`config.mk`:
```
export PLATFORM = sky130hd
export DESIGN_NAME = maoin_btn_debounce_flat
export DESIGN_NICKNAME = d
export VERILOG_FILES = /design/src/rtl/maoin_btn_debounce_if.sv /design/src/rtl/maoin_btn_debounce.sv /design/src/flat_wrapper.sv
export SDC_FILE = /design/constraint.sdc
export NUM_CORES = 1
export LEC_CHECK = 0
export CORE_MARGIN = 8
export CORE_UTILIZATION = 50
export DETAILED_ROUTE_END_ITERATION = 8
export PLACE_DENSITY = 0.67
export SLEW_MARGIN = 20
export SYNTH_ARGS = -nofsm -noshare
export SYNTH_HDL_FRONTEND = slang
export SYNTH_SLANG_ARGS = --single-unit
```
`constraint.sdc`:
```
create_clock -name clk -period 2.5 [get_ports clk]
set_input_delay 0.25 -clock clk [delete_from_list [all_inputs] [get_ports clk]]
set_output_delay 0.25 -clock clk [all_outputs]
set_load 0.01 [all_outputs]
```
`src/rtl/maoin_btn_debounce_if.sv`:
```
// maoin_btn_debounce_if
// Groups the push-button signals between the pad side and the debouncer.
//   btn_raw       : raw pad level, asynchronous, pad polarity
//   btn_level     : debounced level, 1 = pressed (feeds the PIO in_port)
//   press_pulse   : one-cycle strobe on an accepted press
//   release_pulse : one-cycle strobe on an accepted release
//   long_press    : level, set after a sustained hold, cleared on release
// Modports: slave = debouncer side, master = pad/consumer side.
interface maoin_btn_debounce_if;
    logic btn_raw;
    logic btn_level;
    logic press_pulse;
    logic release_pulse;
    logic long_press;

    modport slave (
        input  btn_raw,
        output btn_level,
        output press_pulse,
        output release_pulse,
        output long_press
    );

    modport master (
        output btn_raw,
        input  btn_level,
        input  press_pulse,
        input  release_pulse,
        input  long_press
    );
endinterface

```
`src/rtl/maoin_btn_debounce.sv`:
```
// maoin_btn_debounce
// Synchronizes and debounces one mechanical push-button ahead of the maoin
// edge-capturing PIO, and produces press/release strobes plus a long-press flag.
// Ports:
//   clk   : system clock (single domain)
//   reset : synchronous, active-high reset
//   btn   : maoin_btn_debounce_if.slave (btn_raw in; btn_level, press_pulse,
//           release_pulse, long_press out, all registered)
module maoin_btn_debounce #(
    parameter int DEBOUNCE_CYCLES = 500000,
    parameter int LONG_CYCLES     = 50000000,
    parameter int ACTIVE_LOW      = 1,
    parameter int CNT_W           = 20,
    parameter int LONG_W          = 26
) (
    input  logic                   clk,
    input  logic                   reset,
    maoin_btn_debounce_if.slave    btn
);

    localparam logic              IDLE_PAD = (ACTIVE_LOW != 0);
    localparam logic [CNT_W-1:0]  DB_MAX   = CNT_W'(DEBOUNCE_CYCLES - 1);
    localparam logic [LONG_W-1:0] LONG_MAX = LONG_W'(LONG_CYCLES - 1);

    typedef enum logic [1:0] {
        RELEASED,
        CHECK_PRESS,
        PRESSED,
        CHECK_RELEASE
    } state_t;

    state_t            state;
    logic              s1;
    logic              s2;
    logic              s;
    logic [CNT_W-1:0]  cnt;
    logic [LONG_W-1:0] lcnt;
    logic              level_q;
    logic              press_q;
    logic              release_q;
    logic              long_q;

    // Normalized synchronized input: 1 = pressed regardless of pad polarity.
    assign s = IDLE_PAD ? ~s2 : s2;

    always_ff @(posedge clk) begin
        if (reset) begin
            s1        <= IDLE_PAD;
            s2        <= IDLE_PAD;
            state     <= RELEASED;
            cnt       <= '0;
            lcnt      <= '0;
            level_q   <= 1'b0;
            press_q   <= 1'b0;
            release_q <= 1'b0;
            long_q    <= 1'b0;
        end else begin
            s1        <= btn.btn_raw;
            s2        <= s1;
            press_q   <= 1'b0;
            release_q <= 1'b0;

            // Hold timer runs through release-side bounces. lcnt saturates at
            // LONG_CYCLES-1 and the flag sets on the following edge, so it
            // rises LONG_CYCLES edges after btn_level. An accepted release
            // below overrides this.
            if (state == PRESSED || state == CHECK_RELEASE) begin
                if (lcnt == LONG_MAX) begin
                    long_q <= 1'b1;
                end else begin
                    lcnt <= lcnt + LONG_W'(1);
                end
            end

            case (state)
                RELEASED: begin
                    if (s) begin
                        state <= CHECK_PRESS;
                        cnt   <= '0;
                    end
                end
                CHECK_PRESS: begin
                    if (!s) begin
                        state <= RELEASED;
                    end else if (cnt == DB_MAX) begin
                        state   <= PRESSED;
                        level_q <= 1'b1;
                        press_q <= 1'b1;
                        lcnt    <= '0;
                    end else begin
                        cnt <= cnt + CNT_W'(1);
                    end
                end
                PRESSED: begin
                    if (!s) begin
                        state <= CHECK_RELEASE;
                        cnt   <= '0;
                    end
                end
                CHECK_RELEASE: begin
                    if (s) begin
                        state <= PRESSED;
                    end else if (cnt == DB_MAX) begin
                        state     <= RELEASED;
                        level_q   <= 1'b0;
                        release_q <= 1'b1;
                        lcnt      <= '0;
                        long_q    <= 1'b0;
                    end else begin
                        cnt <= cnt + CNT_W'(1);
                    end
                end
                default: state <= RELEASED;
            endcase
        end
    end

    assign btn.btn_level     = level_q;
    assign btn.press_pulse   = press_q;
    assign btn.release_pulse = release_q;
    assign btn.long_press    = long_q;

endmodule

```
`src/flat_wrapper.sv`:
```
// flat-port wrapper written by rule: the top's interface ports become plain ports
module maoin_btn_debounce_flat 
#(
    parameter int DEBOUNCE_CYCLES = 500000,
    parameter int LONG_CYCLES     = 50000000,
    parameter int ACTIVE_LOW      = 1,
    parameter int CNT_W           = 20,
    parameter int LONG_W          = 26
)
  (clk, reset, btn_btn_raw, btn_btn_level, btn_press_pulse, btn_release_pulse, btn_long_press);
  maoin_btn_debounce_if btn_i ();
  input  logic clk;
  input  logic reset;
  input wire logic [$bits(btn_i.btn_raw)-1:0] btn_btn_raw;
  output wire logic [$bits(btn_i.btn_level)-1:0] btn_btn_level;
  output wire logic [$bits(btn_i.press_pulse)-1:0] btn_press_pulse;
  output wire logic [$bits(btn_i.release_pulse)-1:0] btn_release_pulse;
  output wire logic [$bits(btn_i.long_press)-1:0] btn_long_press;
  assign btn_i.btn_raw = btn_btn_raw;
  assign btn_btn_level = btn_i.btn_level;
  assign btn_press_pulse = btn_i.press_pulse;
  assign btn_release_pulse = btn_i.release_pulse;
  assign btn_long_press = btn_i.long_press;
  maoin_btn_debounce #(.DEBOUNCE_CYCLES(DEBOUNCE_CYCLES), .LONG_CYCLES(LONG_CYCLES), .ACTIVE_LOW(ACTIVE_LOW), .CNT_W(CNT_W), .LONG_W(LONG_W)) u_core (.clk(clk), .reset(reset), .btn(btn_i));
endmodule
```
== Yosys cells after proc, flatten, opt, wreduce, memory -nomap -nowiden ==
Cells that the tools add are included.
Storage, ports and cells
  logic and storage cells: 65
  bits of input ports: 3
  output and inout port bits: 4
  flip-flop bits (word level): 54
Cells by class
  reduce and logical (&&, ||, !) cells: 8
  muxes and demuxes: 30
  bitwise operators: 3
  $add $sub $neg: 2
  equal/unequal tests: 13
Operators with widths (count)
  26-bit 2-to-1 mux: 5
  20-bit 2-to-1 mux: 5
  20-bit one-hot mux with 4 select lines: 1
  26-bit one-hot mux with 2 select lines: 1
  26-bit by 1-bit adder with 26-bit output, second input constant: 1
  26-bit == test, second input constant: 1
  20-bit by 1-bit adder with 20-bit output, second input constant: 1
  20-bit by 19-bit == test with 1-bit output, second input constant: 1
  2-bit 2-to-1 mux: 6
  1-bit 2-to-1 mux: 10
  2-bit one-hot mux with 4 select lines: 1
  4-bit AND reduction: 2
  2-bit by 1-bit inequality test with 1-bit output, second input constant: 3
  2-bit inequality test, second input constant: 3
  3-bit OR reduction: 2
  5-bit AND reduction: 1
  2-bit == test, second input constant: 2
  3-bit by 1-bit inequality test with 1-bit output, second input constant: 1
  3-bit inequality test, second input constant: 1
  1-bit NOT: 3
  2-bit by 1-bit == test with 1-bit output, second input constant: 1
  2-bit zero test: 1
  1-bit one-hot mux with 2 select lines: 1
  2-bit nonzero test: 1
  1-bit logical OR: 1

== Logic depth before layout (Yosys ltp) ==
Gate-level depths: netlist of run 1.
  word-level depth: 6
  gate-level depth with buffers: 7
  mapped depth without buffers: 6

== Worst setup path before layout of run 1 ==
OpenSTA, ideal clock, no wires.
  path type: register -> register
  start point: register u_core.cnt[0]
  end point: register u_core.cnt[10]
  library setup time: 0.070 ns
  setup slack: 0.791 ns
  clock period less this slack: 1.709 ns
  stages on the path, launching flop included: 8
  data required time: 2.430 ns
  buffers on the path: 1
  arrival: 1.639 ns
  cells stage by stage: dfxtp_1 ha_1 and3_1 nand2_1 o21bai_1 buf_4 or3_2 a21oi_1
On the way
  word-level cells in the longest chain between the ends: 4
  elaborated cells between the ends (all ways): 6
  those cells by class: 1 x add/sub; 1 x eq/ne; 4 x mux
Ends and longest elaborated chain
  start: declaration: RTL line maoin_btn_debounce.sv:36  | logic [CNT_W-1:0] cnt;
  start signal: assignment: RTL line maoin_btn_debounce.sv:91  | cnt <= cnt + CNT_W'(1);
  start signal: assignment: RTL line maoin_btn_debounce.sv:110  | cnt <= cnt + CNT_W'(1);
  20-bit by 1-bit adder with 20-bit output / 20-bit by 19-bit == test with 1-bit output (equally long branches)
  20-bit 2-to-1 mux (*): RTL line maoin_btn_debounce.sv:85, maoin_btn_debounce.sv:103
  20-bit 2-to-1 mux, on equally long branches: RTL line maoin_btn_debounce.sv:101, maoin_btn_debounce.sv:83
  20-bit one-hot mux with 4 select lines (*): RTL line maoin_btn_debounce.sv:75  | case (state)
Mark *: on every way between the ends. The rest lies on a longest branch, timed or not. The select of a mux whose other input is x is not followed.
A chain may end at the register's enable or synchronous reset.

== Worst setup path in the final report of run 1 ==
  start point: register u_core.cnt[8]
  end point: register u_core.lcnt[6]
On the way
  word-level cells in the longest chain between the ends: 4
  elaborated cells between the ends (all ways): 5
  those cells by class: 1 x eq/ne; 4 x mux
Ends and longest elaborated chain
  20-bit by 19-bit == test with 1-bit output (*): RTL line maoin_btn_debounce.sv:85, maoin_btn_debounce.sv:103
  26-bit 2-to-1 mux (*): RTL line maoin_btn_debounce.sv:85, maoin_btn_debounce.sv:103
  26-bit 2-to-1 mux, on equally long branches: RTL line maoin_btn_debounce.sv:101, maoin_btn_debounce.sv:83
  26-bit one-hot mux with 2 select lines (*): RTL line maoin_btn_debounce.sv:75
  end signal: assignment: RTL line maoin_btn_debounce.sv:71  | lcnt <= lcnt + LONG_W'(1);
  end: declaration: RTL line maoin_btn_debounce.sv:37  | logic [LONG_W-1:0] lcnt;
Mark *: on every way between the ends. The rest lies on a longest branch, timed or not.

==> flow_summary.ini, run 1 <==
[yosys]
synth_seq_cells = 54
avgSynthCellArea_um2 = 8.77
yosys.area_share.xor_xnor = 0.0819
synth_cells = 317
syn-cell-area_um2 = 2780
yosysMostFrequentCell = dfxtp_1
synth_area_leaders = dfxtp_1 (39%), nor2_1 (4.2%), xnor2_1 (3.8%)
synthMuxAreaShare = 0.0144
ys.flop_type = dfxtp_1
synth_edf_count = 0
synth-compound-area-share = 0.137
synth_fp_nets = 322
yosysUniqueCellTypes = 51
synth_top_family_by_area = simple AND/OR/NAND/NOR gates
synthTopCellsByCount = dfxtp_1 (54), nor2_1 (31), nand2_1 (24)
ys_seq_area_frac = 0.389
async_flop_share = 0
synthSimpleGateAreaFrac = 0.326
synth_warnings = 0
synth_top_cell_area_share = 0.389
synth-adder-area-share = 0.00900
synth_area_leader_cell = dfxtp_1

[worst_setup_path]
crit_fanout = 24
start_kind = flip-flop
worstReg2RegStart = u_core.cnt[8]$_SDFFE_PP0P_
end_kind = flip-flop
startpoint = u_core.cnt[8]$_SDFFE_PP0P_
crit_arrival_ps = 2190
cpPeakStageDelay_ps = 510
r2r_slack_ps = 490
ff2ff_path_depth = 6
crit_type = flip-flop to flip-flop
cp_slowest_cell = nor4b_1
critical_path_buf_inv_count = 1
path_depth = 6
crit_chain = nor4b_1 -> and3_1 -> nand3_2 -> o21ai_4 -> buf_4 -> nor3_1
cp_top_family = simple AND/OR/NAND/NOR gates
required_ps = 2690

[die]
ios = 7
core-area_um2 = 5440
die-area_um2 = 8200
die_x_um = 90.6
start_util = 0.511
chipHeight_um = 90.6
rows = 27

[detailed_routing]
route.detailed.drc = 0
drt_iter0_markers = 77
ant_nets = 0
drtPass1Iterations = 4
routed_wl_um = 5920
routedWlPerCell_um = 14.8
vias = 2346
viasPerCell = 5.88

[global_route]
grt_max_degree = 25
grtUsageTotal = 0.146
grt_first_pass_wirelength_um = 10100
grt_pass1_vias = 2246
grt_overflow_total = 0
antenna_found_initial = 0

[power_and_ir_drop]
power.total_w = 0.00149
ir_drop_v = 0.000284
p_leak_nw = 0.957
power-per-cell-area_nw_per_um2 = 497

[timing]
hold_ws_ps = 418
worst_slack_ps = 495
finalCritPeriodShare = 0.802
tightest_slew_ps = 678
period_needed_ps = 2010
relSlewSlack = 0.548
hold_viol_final = 0
tns_ps = 0
timing.fmax_mhz = 499
slew_violations = 0
setup_violations = 0
rsz0062_at_grt = false
skew_ps = 15.4

[layout]
n_antenna_cell = 0
drive_above_1_share = 0.0948
final_cells = 399
multiInputGateArea_um2 = 1580
area_growth_pct = 8.01
register_area_um2 = 1080
fin_nets = 331
n_fill_cell = 524

[clock_network]
clockBufferDepth = 2
path_clk_slew_ps = 100
cts.repair.resized = 0
cts.htree.levels = 2
cts_tree = done
holdBufCountCts = 0
clkSinkCount = 54
cts_root_buffer = clkbuf_8
clkLatencyLatePin_ps = 310
numCtsBuffers = 5
postCtsSetupBuffers = 0

[place]
preCtsSetupSlack_ps = 557
place_hpwl_um = 4140
gp_congestion = 0.829
io_buffers = 6
dp_cells = 391

[min_path]
hold_path.class = flip-flop to flip-flop
min_path_cells = 1
worstHoldStart = u_core.s1$_SDFF_PP1_

[outcome]
status = finished, final reports clean

[job]
maxCapViolations = 0
sequential cells by signal, indices dropped and copies added (netlist names), named ones only:
name / cells
u_core.lcnt: 26
u_core.cnt: 20
u_core.btn.btn_level: 1
u_core.btn.long_press: 1
u_core.btn.press_pulse: 1
u_core.btn.release_pulse: 1
u_core.s1: 1
u_core.s2: 1
u_core.state: 1
cells by family after synthesis:
family	after synthesis
xor gates and xnor gates	23
adders and majority gates	2
DFF	54
and+or+nand+nor	157
muxes	4
buffers and inverters	20
AOI/OAI and AO/OA	57
metal layers:
metal,GRT usage,share of wire
met3,0.0299,0.030
met4,0.0583,0.014
met5,0,0
met1,0.163,0.46
met2,0.262,0.49
layout make-up:
| class | count | share of cell area |
|---|---|---|
| clock buffers | 7 | 0.0254 |
| multi-input cells | 243 | 0.526 |
| well taps | 72 | 0.0300 |
| inverters | 9 | 0.0113 |
| flip-flops and latches | 54 | 0.360 |
| repair buffers | 13 | 0.0375 |
| clock inverters | 1 | 0.0100 |
placed cells by master, fill, tap and decap left out, drive strengths merged, types with 7 or more instances in the layout:
cell type	synthesis	routed
nand3	17	17
xnor2	13	13
and3	10	10
inv	9	9
or3	10	10
nor3	7	7
nand2	24	24
clkbuf	2	7
or4	11	11
xor2	10	10
and4	9	9
buf	9	7
nand4	14	14
nor2	31	31
dfxtp	54	54
a21oi	20	20
o21ai	14	14
report_power, final:
part           switching [W]  internal (W)
Clock               0.000281      0.000300
Sequential        0.00000410      0.000863
Combinational      0.0000290     0.0000160
metrics by stage:
stage | util | instance area, um^2
5_1_grt | 0.552 | 3000
2_1_floorplan | - | 2780
4_1_cts | 0.552 | 3000
6_report | 0.552 | 3000
3_5_place_dp | 0.533 | 2900
3_3_place_gp | 0.533 | 2900
worst paths after layout:
path	endpoint
setup / recovery	u_core.lcnt[6]$_SDFF_PP0_
hold / removal	u_core.s2$_SDFF_PP1_
setup reg to reg	u_core.lcnt[6]$_SDFF_PP0_
hold reg to reg	u_core.s2$_SDFF_PP1_
Note: power is estimated with default switching activity, not from simulation.
==> run 2, diff against run 1 <==
PLACE_DENSITY = 0.69   (was 0.67)
clock period = 1.6 ns   (was 2.5 ns; I/O delays follow)
==> flow_summary.ini, run 2 (synthesis gave the netlist of run 1 again) <==
[worst_setup_path]
timing.rr.end = u_core.cnt[11]$_SDFFE_PP0P_
end_kind = flip-flop
crit_type = flip-flop to flip-flop
r2r_slack_ps = -170
worstReg2RegStart = u_core.cnt[5]$_SDFFE_PP0P_
crit_fanout = 4
start_kind = flip-flop
startpoint = u_core.cnt[5]$_SDFFE_PP0P_
ff2ff_path_depth = 6
required_ps = 1840
crit_arrival_ps = 2020
setup.worst_path.end = u_core.cnt[11]$_SDFFE_PP0P_

[layout]
n_fill_cell = 374
regMostFlops = u_core.lcnt
multiInputGateArea_um2 = 1850
n_antenna_cell = 0
mostFrequentLayoutCell = buf_4
area_growth_pct = 46.5
fin_area_um2 = 4070
drive_above_1_share = 0.445
mostFrequentLayoutCells = buf_4 (85), dfxtp_1 (32), nor2_1 (27), nand2_1 (22), dfxtp_2 (18)
largest_register_ffs = 26
final_util = 0.749
reg_top3 = u_core.lcnt x26, u_core.cnt x20
fin_nets = 426
register_area_um2 = 1120

[place]
place_hpwl_um = 5360
place_area_um2 = 3560
gp_congestion = 0.867
io_buffers = 6
preCtsSetupSlack_ps = -262

[outcome]
status = finished, violations left
violations = setup timing

[die]
die_x_um = 90.6
rows = 27
die-area_um2 = 8200
core-area_um2 = 5440
start_util = 0.511
ios = 7
chipHeight_um = 90.6

[detailed_routing]
dr_wl_met3_um = 324
routedWlPerCell_um = 16.7
ant_nets = 0
wl_met1_um = 3630
drtPass1Iterations = 4
routed_wl_um = 8260
vias = 2860
dr_wl_met2_um = 4150
top_layer_used = met4
route.detailed.drc = 0
viasPerCell = 5.79
drt_iter0_markers = 145

[global_route]
grt_max_degree = 25
grt_first_pass_wirelength_um = 13500
grt_overflow_total = 0
antenna_found_initial = 0
grtUsageTotal = 0.195
grt_pass1_vias = 2878

[timing]
worst_slack_ps = -173
timing.fmax_mhz = 564
rsz0062_at_grt = true
relSlewSlack = 0.745
period_needed_ps = 1770
setup_violations = 45
tns_ps = -4540
slew_violations = 0
finalCritPeriodShare = 1.11
hold_ws_ps = 413
tightest_slew_ps = 380
skew_ps = 8.76
hold_viol_final = 0

[clock_network]
clkLatencyLatePin_ps = 310
path_clk_slew_ps = 110
cts.htree.levels = 2
clockBufferDepth = 2
cts_root_buffer = clkbuf_8
clkSinkCount = 54
cts_tree = done
numCtsBuffers = 5

[min_path]
worstHoldStart = btn_btn_raw
hold_path.class = input pin to flip-flop

[job]
maxCapViolations = 0

[power_and_ir_drop]
power-per-cell-area_nw_per_um2 = 554
p_leak_nw = 1.51
ir_drop_v = 0.000406
-- run 2: stage by stage --
stage / total power [W] / cells
after floorplan: 0.00144 / 317
after global placement: 0.00148 / 470
after detailed placement: 0.00148 / 470
after CTS: 0.00228 / 486
after global routing: 0.00233 / 494
final: 0.00226 / 494
-- run 2: repair_timing --
| action | CTS | global route |
|---|---|---|
| gates resized for setup | 49 | 34 |
| buffers inserted | 7 | 8 |
| cloned | 1 | 0 |
| endpoints found under the setup margin | 49 | 51 |
| hold buffers | 0 | 0 |
| pin swaps | 24 | 32 |
-- run 2: layout make-up --
type                            count  area share
Multi-Input combinational cell    244       0.454
Sequential cell                    54       0.275
Timing Repair Buffer              107       0.218
Tap cell                           72      0.0221
Clock buffer                        5      0.0169
Inverter                            9     0.00829
Clock inverter                      3     0.00614
-- run 2: layer usage --
metal  up-vias  global-route usage
met5         -                   0
met4         0              0.0693
met3        17              0.0374
met2        73               0.333
met1      1388               0.236
li1       1382                   -
-- run 2: critical path, cell delays in order (launching register included) --
cell	delay, ps
dfxtp_4	390
buf_6	110
and4_4	220
nand3_4	80
or4_4	440
or3_1	330
a21oi_1	140
-- run 2: worst min path at each step --
stage | endpoint | slack, ps | cells after the start
detailed placement | u_core.s2$_SDFF_PP1_ | 400 | 1
finish | u_core.s1$_SDFF_PP1_ | 410 | 2
global route | u_core.s1$_SDFF_PP1_ | 410 | 2
floorplan | u_core.s1$_SDFF_PP1_ | 260 | 1
CTS | u_core.s1$_SDFF_PP1_ | 410 | 2
global placement | u_core.s2$_SDFF_PP1_ | 390 | 1
-- run 2: power by group --
| group | total, W | internal (W) | switching, W |
|---|---|---|---|
| clock | 0.000796 | 0.000317 | 0.000479 |
| sequential | 0.00135 | 0.00134 | 0.00000666 |
| combinational | 0.000114 | 0.0000518 | 0.0000623 |
